--- src/rtl/alu.sv ---
// ---------------------------------------------------------------------------
// alu -- 8-bit execute-stage arithmetic/logic unit
//
// Computes a combinational result (add/sub, bit-mask, XOR, shift) or, in
// branch mode, a 0/1 branch decision derived from a forced in1 - in2 compare.
// The status flags {C,V,N,Z} of each cycle's operation are registered and
// presented one cycle later on flags_q.
//
// Ports
//   clk         in   1  system clock, rising edge
//   reset       in   1  synchronous active-high reset (clears flags_q)
//   in1         in   8  operand A
//   in2         in   8  operand B / shift amount / mask source (bit 0)
//   alu_op      in   2  00 add/sub, 01 mask, 10 XOR, 11 shift
//   sub         in   1  alu_op 00: 1 = in1 - in2, 0 = in1 + in2
//   branch      in   1  1 = branch-compare mode (forces subtract)
//   branch_sel  in   2  00 EQ, 01 signed LT, 10 overflow, 11 NE
//   shift_left  in   1  alu_op 11: 1 = left, 0 = logical right
//   out_val     out  8  combinational result or {7'b0, cond}
//   flags_q     out  4  registered {C,V,N,Z} of the previous cycle
//
// Configuration
//   ALU_FLAG_REG_EN  defined   : flag register built, flags_q as above
//                    undefined : no register, flags_q tied to 4'b0000,
//                                clk and reset unused
// ---------------------------------------------------------------------------
module alu (
    input  logic       clk,
    input  logic       reset,
    input  logic [7:0] in1,
    input  logic [7:0] in2,
    input  logic [1:0] alu_op,
    input  logic       sub,
    input  logic       branch,
    input  logic [1:0] branch_sel,
    input  logic       shift_left,
    output logic [7:0] out_val,
    output logic [3:0] flags_q
);

    typedef enum logic [1:0] {
        OP_ADDSUB = 2'b00,
        OP_MASK   = 2'b01,
        OP_XOR    = 2'b10,
        OP_SHIFT  = 2'b11
    } alu_op_e;

    typedef enum logic [1:0] {
        BR_EQ  = 2'b00,
        BR_LT  = 2'b01,
        BR_OVF = 2'b10,
        BR_NE  = 2'b11
    } br_sel_e;

    // Flag bit positions inside the {C,V,N,Z} vector.
    localparam int FLAG_C = 3;
    localparam int FLAG_V = 2;
    localparam int FLAG_N = 1;
    localparam int FLAG_Z = 0;

    // ------------------------------------------------------------------
    // Arithmetic core: one adder serves add, subtract and branch compare.
    // Subtraction is in1 + ~in2 + 1, so C = 1 means "no borrow".
    // ------------------------------------------------------------------
    logic       sub_eff;
    logic [7:0] b_eff;
    logic [8:0] sum;
    logic       ar_z;
    logic       ar_n;
    logic       ar_v;
    logic       ar_c;

    assign sub_eff = branch | sub;
    assign b_eff   = in2 ^ {8{sub_eff}};
    assign sum     = {1'b0, in1} + {1'b0, b_eff} + {8'b0, sub_eff};

    assign ar_z = (sum[7:0] == 8'h00);
    assign ar_n = sum[7];
    // Signed overflow: both adder inputs share a sign the result does not.
    assign ar_v = (in1[7] == b_eff[7]) && (sum[7] != in1[7]);
    assign ar_c = sum[8];

    // ------------------------------------------------------------------
    // Result and flag selection
    // ------------------------------------------------------------------
    logic       cond;
    logic [3:0] flags_d;

    always_comb begin
        // NOTE: every output of this block gets a default first so no path
        // can leave it unassigned -- that is what keeps latches out.
        out_val = 8'h00;
        cond    = 1'b0;
        flags_d = 4'b0000;

        if (branch) begin
            case (br_sel_e'(branch_sel))
                BR_EQ:  cond = ar_z;
                BR_LT:  cond = ar_n ^ ar_v;
                BR_OVF: cond = ar_v;
                BR_NE:  cond = !ar_z;
            endcase
            out_val = {7'b0, cond};
            flags_d = {ar_c, ar_v, ar_n, ar_z};
        end else begin
            case (alu_op_e'(alu_op))
                OP_ADDSUB: out_val = sum[7:0];
                // Only in2[0] selects the mask; the upper bits are ignored.
                OP_MASK:   out_val = in1 & {8{in2[0]}};
                OP_XOR:    out_val = in1 ^ in2;
                // Full 8-bit shift amount: anything >= 8 shifts out to zero.
                OP_SHIFT:  out_val = shift_left ? (in1 << in2) : (in1 >> in2);
            endcase

            if (alu_op_e'(alu_op) == OP_ADDSUB) begin
                flags_d = {ar_c, ar_v, ar_n, ar_z};
            end else begin
                flags_d[FLAG_C] = 1'b0;
                flags_d[FLAG_V] = 1'b0;
                flags_d[FLAG_N] = out_val[7];
                flags_d[FLAG_Z] = (out_val == 8'h00);
            end
        end
    end

    // ------------------------------------------------------------------
    // Flag register
    // ------------------------------------------------------------------
`ifdef ALU_FLAG_REG_EN
    always_ff @(posedge clk) begin
        // NOTE: non-blocking assignment for state so every flop samples the
        // pre-edge values regardless of block evaluation order.
        if (reset) begin
            flags_q <= 4'b0000;
        end else begin
            flags_q <= flags_d;
        end
    end
`else
    // No register in this build: flags are computed but not observable.
    logic unused_flag_inputs;
    assign unused_flag_inputs = &{1'b0, clk, reset, flags_d};
    assign flags_q            = 4'b0000;
`endif

endmodule

--- config.mk ---
export PLATFORM = sky130hd
export DESIGN_NAME = alu
export DESIGN_NICKNAME = d
export VERILOG_FILES = /design/src/rtl/alu.sv
export SDC_FILE = /design/constraint.sdc
export NUM_CORES = 1
export LEC_CHECK = 0
export BUFFER_PORTS_ARGS = -buffer_cell sky130_fd_sc_hd__buf_2
export CAP_MARGIN = 10
export CORE_MARGIN = 8
export CORE_UTILIZATION = 45
export DETAILED_ROUTE_END_ITERATION = 10
export GPL_TIMING_DRIVEN = 1
export PLACE_DENSITY = 0.74
export RECOVER_POWER = 100
export SYNTH_ARGS = -nofsm -noshare
export SYNTH_HDL_FRONTEND = slang
export SYNTH_SLANG_ARGS = --single-unit
--- constraint.sdc ---
create_clock -name vclk -period 5.9
set_input_delay 1.77 -clock vclk [all_inputs]
set_output_delay 1.77 -clock vclk [all_outputs]
set_load 0.01 [all_outputs]
==> metrics.txt <==
status complete, no violations; Fillers 312; num rows 20; largest net degree at the start of global routing 23; clock buffer count 0; Area growth syn-to-layout 18.6%; PD cells 101 nW/um^2; Port Buffers 31; max frequency 175 MHz; synthesized area per cell 6.93 sq um; post-DR vias/cell roughly 6.2; GRT overflow 0; cells after synthesis between 150 and 200; post-synth top area share 0.0782; Placed Instances between 200 and 300; Horiz. Die Dim 70.6 um; post-synthesis cell type count 54; Crit. End Element primary output; nets roughly 260; post-route antenna net violation count 0; Worst IR Drop VDD slightly above 0.05 mV; critical path required time about 4.1 ns; top cells by area, synth a21oi_1, xnor2_1, ha_1; Final Cycle Share 0.971; core box area 2950 sq um; Tot Pwr roughly 0.00016 W; CP startpoint kind input pin; DR pass1 iterations 4; CP Data Arrival Time a little under 4 ns; Iter 0 DRT Violations between 100 and 150; Sequential Area 0 sq um; sequential cell count 0; IO Count 37; initial antenna violation count 0; Hold WC Path Type in2out; synthesized area around 1300 sq um; die area roughly 5000 sq um; CP Launch Point branch; DR DRC count 0; die height about 70 um; Leak ~0.65 nW; GRT Total Usage 0.149; worst-margin pin slew just under 0.7 ns; max cap viols 0; kind of critical path in2out; Max Slew Vio Count 0; Finish-stage setup viols 0; final HPWL from detailed placement 3200 um; Final Hold Vio Count 0; fraction of layout cells with a size suffix above 1 0.249; routed via count around 1600; Tmin final between 5 and 6 ns; Final Non-Filler Cells 254; CP Capture Point out_val[0]; Max FO, Critical Path 4; area leader, netlist a21oi_1; Slew headroom 0.541; setup_tns 0 ns; global placer's final weighted congestion 0.933; Routed Wire Length 4020 um; vias in the first global route approximately 1400; drt wl/cell between 15 and 20 um; worst hold path depth 3; register area share after synthesis 0; Yosys warnings 0; initial core utilization 0.455; first-pass GRT wire length between 6000 and 7000 um; ANT cells 0
==> placed cells by master (no fill, tap or decap), types with 7 or more instances in the layout <==
cell,synthesis,layout
inv_1,8,8
o21ai_0,11,9
mux2i_1,10,10
a21oi_1,21,19
ha_1,8,8
nand2b_1,7,7
nand2_1,12,12
xnor2_1,12,11
a211oi_1,11,10
buf_2,2,27
nor2_1,14,14
buf_4,6,7
==> cells in the mapped netlist, drive strengths merged <==
cell,number
xor2,5
a311o,2
nor3,6
mux2i,10
nor2b,2
a311oi,2
inv,9
xnor2,12
a221oi,2
o22ai,1
and4,1
conb,1
nand3b,1
or3,1
a31oi,2
a222oi,2
nand4,2
o32ai,3
nor4,2
a32oi,1
buf,10
or4,1
and2,1
nor2,15
a21o,2
nand2,12
clkbuf,6
a211oi,11
nand2b,7
nor3b,2
and3b,1
nor4b,1
o211ai,3
and3,1
mux2,1
o21bai,1
o21ai,13
mux4,1
o31ai,2
fa,1
a21oi,22
ha,8
o311ai,2
nand3,3
==> worst max-delay path: stages <==
cell      delay (ns)
buf_2           0.14
nor2_4          0.17
xnor2_2         0.10
fa_2            0.39
a211oi_2        0.29
nor2_1          0.09
xnor2_1         0.17
nor3b_2         0.20
nand4_1         0.16
nor4b_4         0.17
nor3_1          0.13
buf_2           0.16
==> per-layer routing <==
| layer | vias up | GRT usage | share of wire |
|---|---|---|---|
| met5 | - | 0 | 0 |
| met4 | 0 | 0.00924 | 0 |
| met3 | 0 | 0.0240 | 0.091 |
| met2 | 63 | 0.259 | 0.48 |
| met1 | 723 | 0.194 | 0.43 |
| li1 | 786 | - | - |
==> cell type report <==
type / instances / area [sq um] / share of cell area
inverters: 9 / 33.8 / 0.0212
multi-input cells: 172 / 1300 / 0.816
well taps: 33 / 41.3 / 0.0259
repair buffers: 40 / 219 / 0.137
==> power breakdown <==
group          leakage, nW  internal [W]  switching, W  total, W
Combinational        0.653     0.0000679     0.0000929  0.000161
Clock                    0             0             0         0
Sequential               0             0             0         0
==> repair_timing <==
action                     CTS  global route
gates resized for setup      0            15
hold buffers                 0             0
setup buffers                0             1
setup endpoints to repair    0             1
==> through the flow <==
stage	hold WS, ns	util	instance area, sq um	setup WS, ns
2_1_floorplan	3.75	-	1360	0.0620
3_3_place_gp	3.88	0.514	1520	0.117
3_5_place_dp	3.88	0.514	1520	0.0843
4_1_cts	3.88	0.514	1520	0.0772
5_1_grt	3.92	0.540	1590	-0.0749
6_report	3.90	0.540	1590	0.170
==> worst min path at each step <==
stage / to / from / slack, ns
floorplan: out_val[2] / branch / 3.75
global placement: out_val[1] / branch / 3.88
detailed placement: out_val[1] / branch / 3.88
CTS: out_val[1] / branch / 3.88
global route: out_val[1] / branch / 3.92
finish: out_val[1] / branch / 3.90
==> logic make-up (layout without fill, tap and decap cells) <==
| group | Yosys count | in the layout | synth area share |
|---|---|---|---|
| AOI/OAI and AO/OA | 71 | 71 | 0.361 |
| and+or+nand+nor | 59 | 59 | 0.242 |
| buffers and inverters | 25 | 49 | 0.0940 |
| xor gates and xnor gates | 17 | 17 | 0.111 |
| muxes | 12 | 12 | 0.0996 |
| adders and majority gates | 9 | 9 | 0.0894 |
| other | 1 | 4 | 0.00279 |
Power figures use the tool's default switching activity.
